### src/rtl/data_mem_ctrl.sv
// ---------------------------------------------------------------------------
// data_mem_ctrl
//
// Memory-stage responder for the pipeline's load/store path. A request from
// the control decode (memRead/memWrite with byteOp and zeroExtendFlag) is
// turned into one (byte) or two (word, big-endian) transactions on a
// byte-wide req/ack SRAM port. The pipeline is held with stall until the
// access completes, then done pulses for one cycle with the extended load
// result on rdata.
//
// Parameters:
//   ADDR_W       byte address width
//   ACK_TIMEOUT  cycles one byte transaction may wait for mem_ack (1..255)
//
// Ports:
//   clk, rst                rising-edge clock, asynchronous active-high reset
//   memRead, memWrite       load / store request (write wins if both are set)
//   byteOp                  1 = byte access, 0 = 16-bit word
//   zeroExtendFlag          byte loads: 1 = zero-extend, 0 = sign-extend
//   addr, wdata             byte address and store data (SB uses wdata[7:0])
//   rdata                   load result, valid while done = 1
//   stall, done, bus_err    pipeline hold, completion pulse, sticky error
//   mem_req, mem_we         SRAM byte transaction request / write enable
//   mem_addr, mem_wdata     SRAM byte address / write byte
//   mem_ack, mem_rdata      SRAM completion / read byte
//
// Optional feature (compile-time macro DMEM_ALIGN_CHECK_EN):
//   When defined, a word access at an odd address is never issued; the block
//   goes straight to DONE, raises bus_err and returns rdata = 0. When not
//   defined, such an access is performed as two byte transactions at A, A+1.
// ---------------------------------------------------------------------------
module data_mem_ctrl #(
  parameter int ADDR_W      = 16,
  parameter int ACK_TIMEOUT = 15
) (
  input  logic              clk,
  input  logic              rst,
  input  logic              memRead,
  input  logic              memWrite,
  input  logic              byteOp,
  input  logic              zeroExtendFlag,
  input  logic [ADDR_W-1:0] addr,
  input  logic [15:0]       wdata,
  output logic [15:0]       rdata,
  output logic              stall,
  output logic              done,
  output logic              bus_err,
  output logic              mem_req,
  output logic              mem_we,
  output logic [ADDR_W-1:0] mem_addr,
  output logic [7:0]        mem_wdata,
  input  logic              mem_ack,
  input  logic [7:0]        mem_rdata
);

  typedef enum logic [1:0] {
    IDLE  = 2'd0,
    BYTE0 = 2'd1,
    BYTE1 = 2'd2,
    DONE  = 2'd3
  } state_t;

  state_t state_q, state_d;

  // Latched request, captured read bytes and bookkeeping.
  logic              write_q,  write_d;
  logic              byte_q,   byte_d;
  logic              zext_q,   zext_d;
  logic [ADDR_W-1:0] addr_q,   addr_d;
  logic [15:0]       wdata_q,  wdata_d;
  logic [7:0]        hiByte_q, hiByte_d;
  logic [7:0]        loByte_q, loByte_d;
  logic              abort_q,  abort_d;
  logic              err_q,    err_d;
  logic [7:0]        cnt_q,    cnt_d;

  logic accept;
  logic misalign;
  logic inXfer;
  logic timeoutHit;

  assign accept = memRead | memWrite;
  assign inXfer = (state_q == BYTE0) || (state_q == BYTE1);

`ifdef DMEM_ALIGN_CHECK_EN
  assign misalign = ~byteOp & addr[0];
`else
  assign misalign = 1'b0;
`endif

  // The abort fires on the edge that ends the ACK_TIMEOUT-th waiting cycle,
  // so exactly ACK_TIMEOUT cycles are spent with mem_req high and no ack.
  // An ack arriving on that same cycle still wins.
  assign timeoutHit = inXfer && !mem_ack && (cnt_q == 8'(ACK_TIMEOUT - 1));

  // State register.
  always_ff @(posedge clk or posedge rst) begin
    if (rst) begin
      state_q <= IDLE;
    end else begin
      state_q <= state_d;
    end
  end

  // Next-state logic.
  always_comb begin
    state_d = state_q;
    unique case (state_q)
      IDLE: begin
        if (accept) begin
          state_d = misalign ? DONE : BYTE0;
        end
      end
      BYTE0: begin
        if (mem_ack) begin
          state_d = byte_q ? DONE : BYTE1;
        end else if (timeoutHit) begin
          state_d = DONE;
        end
      end
      BYTE1: begin
        if (mem_ack || timeoutHit) begin
          state_d = DONE;
        end
      end
      DONE: begin
        // The pipeline advances on this edge, so any request visible now
        // belongs to the access just finished and must not be re-accepted.
        state_d = IDLE;
      end
      default: state_d = IDLE;
    endcase
  end

  // Datapath next-state: request latch, read-byte capture, ack timer and
  // the sticky error flag.
  always_comb begin
    write_d  = write_q;
    byte_d   = byte_q;
    zext_d   = zext_q;
    addr_d   = addr_q;
    wdata_d  = wdata_q;
    hiByte_d = hiByte_q;
    loByte_d = loByte_q;
    abort_d  = abort_q;
    err_d    = err_q;
    cnt_d    = cnt_q;

    unique case (state_q)
      IDLE: begin
        if (accept) begin
          write_d  = memWrite;
          byte_d   = byteOp;
          zext_d   = zeroExtendFlag;
          addr_d   = addr;
          wdata_d  = wdata;
          hiByte_d = 8'h00;
          loByte_d = 8'h00;
          abort_d  = misalign;
          cnt_d    = 8'd0;
          if (misalign) begin
            err_d = 1'b1;
          end
        end
      end
      BYTE0, BYTE1: begin
        if (mem_ack) begin
          // Clearing on ack also gives BYTE1 a fresh timer on entry.
          cnt_d = 8'd0;
          if (state_q == BYTE0) begin
            hiByte_d = mem_rdata;
          end else begin
            loByte_d = mem_rdata;
          end
        end else begin
          cnt_d = cnt_q + 8'd1;
          if (timeoutHit) begin
            abort_d = 1'b1;
            err_d   = 1'b1;
          end
        end
      end
      DONE: begin
        cnt_d = 8'd0;
      end
      default: begin
        cnt_d = 8'd0;
      end
    endcase
  end

  // Datapath registers.
  always_ff @(posedge clk or posedge rst) begin
    if (rst) begin
      write_q  <= 1'b0;
      byte_q   <= 1'b0;
      zext_q   <= 1'b0;
      addr_q   <= '0;
      wdata_q  <= 16'h0000;
      hiByte_q <= 8'h00;
      loByte_q <= 8'h00;
      abort_q  <= 1'b0;
      err_q    <= 1'b0;
      cnt_q    <= 8'd0;
    end else begin
      write_q  <= write_d;
      byte_q   <= byte_d;
      zext_q   <= zext_d;
      addr_q   <= addr_d;
      wdata_q  <= wdata_d;
      hiByte_q <= hiByte_d;
      loByte_q <= loByte_d;
      abort_q  <= abort_d;
      err_q    <= err_d;
      cnt_q    <= cnt_d;
    end
  end

  // Outputs. Everything is decoded from registered state, so the async
  // reset drops mem_req in the same cycle it asserts. Bus fields are forced
  // to zero outside a transaction.
  always_comb begin
    stall     = (state_q == IDLE && accept) || inXfer;
    done      = (state_q == DONE);
    bus_err   = err_q;
    mem_req   = inXfer;
    mem_we    = inXfer & write_q;
    mem_addr  = '0;
    mem_wdata = 8'h00;
    rdata     = 16'h0000;

    if (state_q == BYTE0) begin
      mem_addr = addr_q;
      if (write_q) begin
        // Big-endian: a word's first transaction carries the high byte.
        mem_wdata = byte_q ? wdata_q[7:0] : wdata_q[15:8];
      end
    end else if (state_q == BYTE1) begin
      mem_addr = addr_q + ADDR_W'(1);
      if (write_q) begin
        mem_wdata = wdata_q[7:0];
      end
    end

    if (state_q == DONE && !write_q && !abort_q) begin
      if (!byte_q) begin
        rdata = {hiByte_q, loByte_q};
      end else if (zext_q) begin
        rdata = {8'h00, hiByte_q};
      end else begin
        rdata = {{8{hiByte_q[7]}}, hiByte_q};
      end
    end
  end

endmodule

### config.mk
export PLATFORM = sky130hd
export DESIGN_NAME = data_mem_ctrl
export DESIGN_NICKNAME = d
export VERILOG_FILES = /design/src/rtl/data_mem_ctrl.sv
export SDC_FILE = /design/constraint.sdc
export NUM_CORES = 1
export LEC_CHECK = 0
export BUFFER_PORTS_ARGS = -buffer_cell sky130_fd_sc_hd__buf_4
export CAP_MARGIN = 20
export CORE_ASPECT_RATIO = 0.9
export CORE_UTILIZATION = 57
export DETAILED_ROUTE_END_ITERATION = 16
export GPL_TIMING_DRIVEN = 1
export PLACE_DENSITY = 0.85
export REMOVE_ABC_BUFFERS = 1
export SKIP_CTS_REPAIR_TIMING = 1
export SYNTH_ARGS = -nofsm -noshare
export SYNTH_HDL_FRONTEND = slang
export SYNTH_SLANG_ARGS = --single-unit
### constraint.sdc
create_clock -name clk -period 3.4 [get_ports clk]
set_clock_uncertainty 0.1 [all_clocks]
set_input_delay 0.17 -clock clk [delete_from_list [all_inputs] [get_ports clk]]
set_output_delay 0.17 -clock clk [all_outputs]
set_load 0.02 [all_outputs]
==> results of run 1 <==
==> layout by cell type (no fill, tap or decap), types with 2 or more instances in the layout <==
cell type	synthesis	layout
sky130_fd_sc_hd__a21o_1	3	3
sky130_fd_sc_hd__a21oi_1	4	4
sky130_fd_sc_hd__a22o_1	4	4
sky130_fd_sc_hd__a31oi_1	3	3
sky130_fd_sc_hd__and2_1	9	9
sky130_fd_sc_hd__buf_12	0	2
sky130_fd_sc_hd__buf_4	1	95
sky130_fd_sc_hd__clkbuf_8	0	11
sky130_fd_sc_hd__clkinv_2	0	2
sky130_fd_sc_hd__dfrtp_1	63	63
sky130_fd_sc_hd__dlygate4sd3_1	0	35
sky130_fd_sc_hd__ha_1	8	8
sky130_fd_sc_hd__inv_1	6	5
sky130_fd_sc_hd__mux2_2	52	52
sky130_fd_sc_hd__mux2i_1	18	18
sky130_fd_sc_hd__nand2_1	29	29
sky130_fd_sc_hd__nand2b_1	6	6
sky130_fd_sc_hd__nand3_1	6	6
sky130_fd_sc_hd__nand4_1	2	2
sky130_fd_sc_hd__nor2_1	36	36
sky130_fd_sc_hd__nor2b_1	2	2
sky130_fd_sc_hd__nor3_1	3	3
sky130_fd_sc_hd__nor4_1	5	5
sky130_fd_sc_hd__o211ai_1	2	2
sky130_fd_sc_hd__o21a_1	8	8
sky130_fd_sc_hd__o21ai_0	14	14
sky130_fd_sc_hd__o31ai_1	2	2
sky130_fd_sc_hd__or2_2	2	2
sky130_fd_sc_hd__or4_1	3	3
sky130_fd_sc_hd__xnor2_1	5	5
==> cell families (layout without fill, tap and decap cells) <==
group                      Yosys count  after routing  synth area share (%)
and+or+nand+nor                    116            116                 17.06
adders and majority gates            8              8                 2.837
xor gates and xnor gates             5              5                 1.241
muxes                               71             71                 22.02
AOI/OAI and AO/OA                   49             49                 9.823
DFF                                 63             63                 44.68
buffers and inverters               19            154                 2.340
==> layer usage <==
layer	global-route usage (%)	share of wire (%)
met3	6.826	4.3
met1	31.55	39
met4	11.02	3.7
met2	42.44	53
met5	0	0
==> final timing paths <==
path | endpoint | depth (start not counted)
worst max-delay path | mem_wdata[6] | 6
worst min-delay path | write_q$_DFFE_PP0P_ | 3
worst max register to register | state_q[0]$_DFFE_PP0P_ | 6
worst min register to register | bus_err$_DFFE_PP0P_ | 1
max in group asynchronous | wdata_q[7]$_DFFE_PP0P_ | 5
min in group asynchronous | cnt_q[1]$_DFFE_PP0P_ | 3
==> final cells by class <==
| type | instances | area [um2] |
|---|---|---|
| Fill cell | 312 | 948.4 |
| Multi-Input combinational cell | 249 | 1877 |
| Clock inverter | 5 | 56.30 |
| Sequential cell | 63 | 1577 |
| Tap cell | 70 | 87.58 |
| Timing Repair Buffer | 132 | 1104 |
| Inverter | 6 | 22.52 |
| Clock buffer | 11 | 151.4 |
==> power by group through the flow <==
stage	clock network (uW)	registers (uW)	logic (uW)
after floorplan	0	1310	1760
after global placement	0	1330	2450
after detailed placement	0	1350	2530
after CTS	684	1340	2540
after global routing	721	1400	2840
final	683	1370	2660
==> synth_stat cells (all sizes together), types with 5 or more instances <==
master   n
mux2    53
ha       8
o21a     8
nor4     6
nand2b   6
and2     9
nor2    37
nand3    7
xnor2    5
dfrtp   63
o21ai   15
a22o     5
clkbuf   7
nand2   30
buf      6
inv      6
mux2i   18
==> sequential cells by signal, indices dropped and copies added (netlist names) <==
signal    flops
cnt_q         8
addr_q       16
write_q       1
hiByte_q      8
abort_q       1
byte_q        1
bus_err       1
state_q       2
loByte_q      8
zext_q        1
wdata_q      16
==> worst max-delay path, delay by kind of cell, from the launching register on <==
kind                       cells  cell delay (ns)
muxes                          1             0.21
DFF                            1             0.43
buffers and inverters          2             0.31
adders and majority gates      1             0.52
and+or+nand+nor                2             0.59
==> per-stage QoR <==
step | util [%] | hold slack [ns] | instance area, um2 | instances
6_report | 83.71 | -0.01043 | 4875 | 536
5_1_grt | 83.71 | -0.002678 | 4875 | 536
4_1_cts | 77.01 | -0.05518 | 4484 | 499
3_5_place_dp | 73.44 | 0.3067 | 4277 | 483
3_3_place_gp | 73.44 | 0.3024 | 4277 | 483
2_1_floorplan | - | 0.1754 | 3468 | 318
==> results.txt, run 1 <==
The congestion estimate from routability-driven global placement came to 0.8122. The power density over the cells is 965.9 nW/um2. The via count of the first global-routing pass is 2,777. The final critical-path share of the clock period is 78.79%.

For this run, the number of Yosys warnings is 0. The routed via count came out at 3,147. Setup repair after global routing left no endpoint under its margin. The internal reg-to-reg setup slack came out at 0.98 ns. The kind of start point of the critical path is a flop. Sorting the synthesized cells by area gives the leading types as sky130_fd_sc_hd__dfrtp_1 45%, sky130_fd_sc_hd__mux2_2 17%, sky130_fd_sc_hd__mux2i_1 5.1%. The share of total power dissipated in combinational logic is 56.4%. The checks that failed: DRC, hold timing. The final count of pins violating max slew is 0. The switching power of the nets is 2019 uW.

Tracing the worst setup path back leads to its startpoint at state_q[1]$_DFFE_PP0P_. The async set or reset register ratio after synthesis came out at 100.0%. The clock tree from TritonCTS is yes.

The top-level port count is 92. The clock slew seen by the registers of the worst setup and hold paths came out at 0.08 ns. The worst-case headroom to the max-slew limit is 56.28%.

The horizontal die dimension is 84.94 um. The repair_antennas step left the layout with diodes totalling 0. The vias per cell came out at 5.871. The signed area change from the synthesized netlist to the final layout is 38.16%. The detailed router finished its first iteration with 203 violations. The flip-flop cell with the highest count after synthesis is sky130_fd_sc_hd__dfrtp_1. The area of the mapped netlist came out at 3528 um2. The top achievable clock speed is 373.3 MHz. The largest voltage drop on the vdd net came out at 0.0005605 V.

The count of nets after finishing came out at 516. Counting flops with a built-in enable in the synthesized netlist gives 0. The final routed wirelength across all metal layers came out at 9701 um. The post-route minimum period came out at 2.679 ns. The flop and latch count out of synthesis is 63. The worst slack after detailed placement is 1.086 ns.

The internal power of the cells came out at 2690 uW. Data on the critical path is required at its endpoint by 3.13 ns. The worst setup path is captured at an output port. The initial antenna violation count came out at 0. The slowest cell on the critical path is sky130_fd_sc_hd__ha_1. Once the floorplan was initialized, standard cells occupied 60.59% of the core. The number of detailed-route iterations in the first pass is 11. The first-pass GRT wire length is 12,930 um. The startpoint identified for the worst hold timing path is memWrite. In this run, distinct cell masters in the synthesized netlist total 52. The source-to-sink clock delay at the later pin of the worst-skew pair is 0.34 ns.

The number of sinks on the clock net is 63. The die height came out at 76.64 um. In this run, CTS created clock tree buffers numbering 9. The final worst setup slack is 0.7212 ns. Setup violations remaining at the end of the flow were counted as 0. After synthesis, the largest area contributor takes up 44.68% of total cell area. The number of buffers on the longest clock path is 2.

The total power is 4708 uW. On the worst path, the slowest cell contributes a delay of 0.52 ns. After technology mapping, the gate count stands at 331. The total grt overflow is 0. The count of endpoints failing hold in the final timing report is 1. For this run, design rule violations remaining after detail routing come to 6. The fraction of final layout cells sized beyond drive strength 1 came out at 38.63%.

The total die area is 6509 um2. The maximum level of the CTS H-tree came out at 3. The flow ran to the end, but the final reports show violations.

Clock tree synthesis selected as its root buffer the cell sky130_fd_sc_hd__clkbuf_8. The power share of the sequential group came out at 29.1%. The count of port buffers added during placement came out at 91. Traced cell by cell, the critical path runs through inv_1, ha_1, nand2b_1, mux2i_1, nor2_1, buf_4. The share of synthesized area occupied by flip-flops and latches is 44.68%. For the pin with the worst max-slew slack, the measured transition is 0.6534 ns. The setup total negative slack is 0 ns. The arrival time at the worst endpoint came out at 2.41 ns.

By startpoint and endpoint, the worst setup path is classified as flop to output port. The number of placement rows came out at 26. The aggregate global-route resource usage is 25.60%. Final hold analysis gives a worst-case slack of -0.01043 ns. The worst min-delay path category is primary input to flop. The leakage power is 0.002312 uW. The max-cap violation count came out at 0. The mean instance size in the synthesized netlist is 10.66 um2. After floorplanning, the core was sized to cover 5823 um2. The worst register-to-register path begins at state_q[1]$_DFFE_PP0P_. The fraction of power spent switching nets is 42.87%. The wire length per cell after detailed routing came out at 18.10 um. The remaining antenna violation count after routing is 0.

In this run the worst path has a maximum fanout of 16. The share of power burned in the clock network came out at 14.5%. The cell accounting for the most synthesized area is sky130_fd_sc_hd__dfrtp_1. The maximum number of pins on one net before global-route repair came out at 50. The placed wire-length estimate is 5703 um.
No activity file was read; power rests on OpenSTA's default activity.
==> run 2, diff against run 1 <==
--- a/config.mk
+++ b/config.mk
@@ -5,13 +5,14 @@
 export SDC_FILE = /design/constraint.sdc
 export NUM_CORES = 1
 export LEC_CHECK = 0
+export ABC_AREA = 1
 export BUFFER_PORTS_ARGS = -buffer_cell sky130_fd_sc_hd__buf_4
 export CAP_MARGIN = 20
 export CORE_ASPECT_RATIO = 0.9
-export CORE_UTILIZATION = 57
+export CORE_UTILIZATION = 48
 export DETAILED_ROUTE_END_ITERATION = 16
 export GPL_TIMING_DRIVEN = 1
-export PLACE_DENSITY = 0.85
+export PLACE_DENSITY = 0.77
 export REMOVE_ABC_BUFFERS = 1
 export SKIP_CTS_REPAIR_TIMING = 1
 export SYNTH_ARGS = -nofsm -noshare
==> constraint.sdc (replaced) <==
create_clock -name clk -period 2.2 [get_ports clk]
set_clock_uncertainty 0.1 [all_clocks]
set_input_delay 0.11 -clock clk [delete_from_list [all_inputs] [get_ports clk]]
set_output_delay 0.11 -clock clk [all_outputs]
set_load 0.02 [all_outputs]
==> run 2 against run 1 <==
  * The run now ends clean
  * Wire length fell by 1.9%
  * Clock power rose by 43%
  * Cell area rose by 2.6%
  * Critical path type unchanged
  * Largest power group unchanged
  * Highest routed layer unchanged
==> results.txt, run 2 <==
The flow ran to the end, and the final reports show no timing, DRC or antenna violations. The transition time at the pin with the least slew margin is 0.6205 ns. The worst setup path is captured at an output port. The initial antenna violation count came out at 0. The via count of the first global-routing pass came out at 3,320.

The vias per cell came out at 4.997. The final count of pins violating max slew is 0. The cell accounting for the most synthesized area is sky130_fd_sc_hd__dfrtp_1.

The first-pass GRT wire length came out at 15,310 um. The mean instance size in the synthesized netlist is 7.072 um2. The post-route minimum period came out at 2.129 ns. The clock tree root buffer cell is sky130_fd_sc_hd__clkbuf_8. TritonCTS built the clock tree. The first detailed-routing pass ran for 5 iterations. The final weighted congestion of routability-driven global placement came out at 0.8644. The path class of the tightest hold or removal check is primary input to flop. The number of antenna cells inserted is 0. The count of port buffers added during placement is 91.

In the layout the commonest cells are 191 x sky130_fd_sc_hd__nand2_1, 100 x sky130_fd_sc_hd__buf_4, 62 x sky130_fd_sc_hd__dfrtp_1. The number of violations reported at the end of detailed-routing iteration 0 came out at 209. In the final layout, the registers with the most flip-flops are addr_q (16), wdata_q (16). Synthesis inferred 63 register bits. The post-synthesis instance total is 497.

The largest fanout on the critical path is 11. The wire length per cell after detailed routing is 13.00 um. The count of unique library cells instantiated by Yosys came out at 25. Counting the buffers created by CTS gives 9. Relative to the synthesized area, the layout overhead comes to 42.29%.

The max-cap violation count came out at 0. The post-route DRC violation count came out at 0. The number of enable flip-flop cells after synthesis is 0. The design draws 6783 uW. For this run, the post-layout net count is 691. The die is 83.18 um tall. The arrival time at the worst endpoint is 1.92 ns. The count of endpoints failing hold in the final timing report came out at 0. The total of warnings raised by yosys is 0. The routed via count came out at 3,658. The floorplan step defined a core boundary enclosing 7076 um2. The clock passes through at most 2 buffers.

The synthesized design devotes to its leading area cell type 44.86% of total area. Of all flip-flops after synthesis, the portion carrying an async set or reset was 100.0%. The number of inserted filler cells in the final layout is 541. For the worst setup path, the data required time is 1.99 ns.

Ranked by instance count, the synthesized netlist is headed by 192 x sky130_fd_sc_hd__nand2_1, 63 x sky130_fd_sc_hd__dfrtp_1, 62 x sky130_fd_sc_hd__nor2_1. The area of the mapped netlist is 3515 um2. For this run, the leading register cell type out of synthesis is sky130_fd_sc_hd__dfrtp_1. sky130_fd_sc_hd__nand2_1 is the most common cell in the netlist. The top-level port count came out at 92.

The start-to-end type of the worst setup path is flop to output port. The die covers 7669 um2. The clock net in this run drives a total of 63 sinks. Across the VDD grid, the largest voltage drop is 0.0007423 V. The remaining antenna violation count after routing is 0. For this configuration, the core starts out at a cell density of 49.67%. The horizontal die dimension came out at 92.20 um. The share of synthesized area occupied by flip-flops and latches came out at 44.86%. The number of placement rows came out at 29. The top achievable clock speed came out at 469.6 MHz. In this run the tightest slew margin relative to its limit is 58.57%.

Dividing total power by cell area gives a power density of 1356 nW/um2. The aggregate global-route resource usage came out at 25.45%. The library cell used most frequently in the layout, excluding fill and tap cells, is sky130_fd_sc_hd__nand2_1.

The maximum number of pins on one net before global-route repair is 33. The total grt overflow came out at 0. STA classifies the critical path startpoint as a flop. The final worst setup slack came out at 0.07070 ns.

The final critical-path share of the clock period came out at 96.79%. The post-route netlist has 23.16% of its cells at a drive strength greater than 1. By area the synthesized netlist is led by sky130_fd_sc_hd__dfrtp_1 45%, sky130_fd_sc_hd__nand2_1 21%, sky130_fd_sc_hd__nor2_1 6.6%.

The count of final setup violators is 0. The maximum level of the CTS H-tree came out at 3. The worst slack after detailed placement came out at 0.1730 ns. The leakage power came out at 0.002577 uW.

The source-to-sink clock delay at the later pin of the worst-skew pair is 0.34 ns. The clock slew seen by the registers of the worst setup and hold paths came out at 0.07 ns. Detailed placement ended at an HPWL of 6436 um. The final layout contains routed wiring with a total length of 9517 um.
-- run 2: cell count changes in the layout (fill, tap and decap cells not counted), moves of 22 or more --
cell                      delta
sky130_fd_sc_hd__nor2_1     +22
sky130_fd_sc_hd__nand2_1   +162
sky130_fd_sc_hd__a21oi_1    +22
sky130_fd_sc_hd__inv_1      +36
sky130_fd_sc_hd__mux2_2     -52
sky130_fd_sc_hd__o21ai_0    +23
-- run 2: layout make-up --
type / count / area (um2) / share of cell area [%]
clock inverter: 4 / 47.55 / 0.9507
clock buffer: 10 / 137.6 / 2.752
tap: 93 / 116.4 / 2.327
multi-input combinational: 370 / 1719 / 34.38
sequential: 63 / 1578 / 31.55
inverter: 47 / 181.4 / 3.628
timing repair buffer: 145 / 1221 / 24.42
-- run 2: path summary, 6_finish.rpt --
path | startpoint | endpoint | slack [ns] | cells after the start
max in group asynchronous | rst | hiByte_q[7]$_DFFE_PP0P_ | 1.06 | 4
hold / removal | memWrite | write_q$_DFFE_PP0P_ | 0.0007 | 3
min in group asynchronous | rst | wdata_q[11]$_DFFE_PP0P_ | 0.31 | 3
setup reg to reg | state_q[0]$_DFFE_PP0P_ | loByte_q[2]$_DFFE_PP0P_ | 0.10 | 7
hold reg to reg | bus_err$_DFFE_PP0P_ | bus_err$_DFFE_PP0P_ | 0.37 | 1
setup / recovery | state_q[1]$_DFFE_PP0P_ | mem_wdata[4] | 0.07 | 7
-- run 2: metrics by stage --
step,hold slack (ns),util [%],TNS [ns],area (um2),cells
2_1_floorplan,0.1196,-,0,3417,480
3_3_place_gp,0.1331,60.90,0,4309,673
3_5_place_dp,0.1322,60.90,0,4309,673
4_1_cts,-0.2336,63.52,-1.650,4494,687
5_1_grt,0.002648,70.68,-0.1197,5001,732
6_report,0.0007260,70.68,0,5001,732
-- run 2: logic make-up after synthesis --
kind of cell             count (synthesis)  share of synthesized area, %
AO/OA/AOI/OAI                           78                         12.25
XOR/XNOR                                 1                        0.2492
adder cells (fa/ha/maj)                  8                         2.848
buffers and inverters                   64                         7.796
flip-flops                              63                         44.86
AND/OR/NAND/NOR                        283                         32.00
-- run 2: critical path, stage by stage, from the launching register on --
cell and delay (ns):
sky130_fd_sc_hd__dfrtp_1 0.41, sky130_fd_sc_hd__inv_1 0.15, sky130_fd_sc_hd__ha_4 0.22, sky130_fd_sc_hd__buf_4 0.21, sky130_fd_sc_hd__nand2_2 0.15, sky130_fd_sc_hd__o21ai_0 0.22
sky130_fd_sc_hd__nor2_1 0.07, sky130_fd_sc_hd__buf_4 0.16
-- run 2: metal layers --
| layer | share of wire, % | vias up | global-route usage, % |
|---|---|---|---|
| met3 | 6.5 | 18 | 7.326 |
| met1 | 45 | 1672 | 34.64 |
| met2 | 47 | 139 | 39.21 |
| li1 | - | 1829 | - |
| met4 | 1.9 | 0 | 8.239 |
| met5 | 0 | - | 0 |
-- run 2: report_power, final --
group	switching, uW	internal [uW]	total [uW]	leakage, uW
clock	438	537	975	0.0000940
sequential	344	1620	1970	0.000804
combinational	2450	1390	3840	0.00168
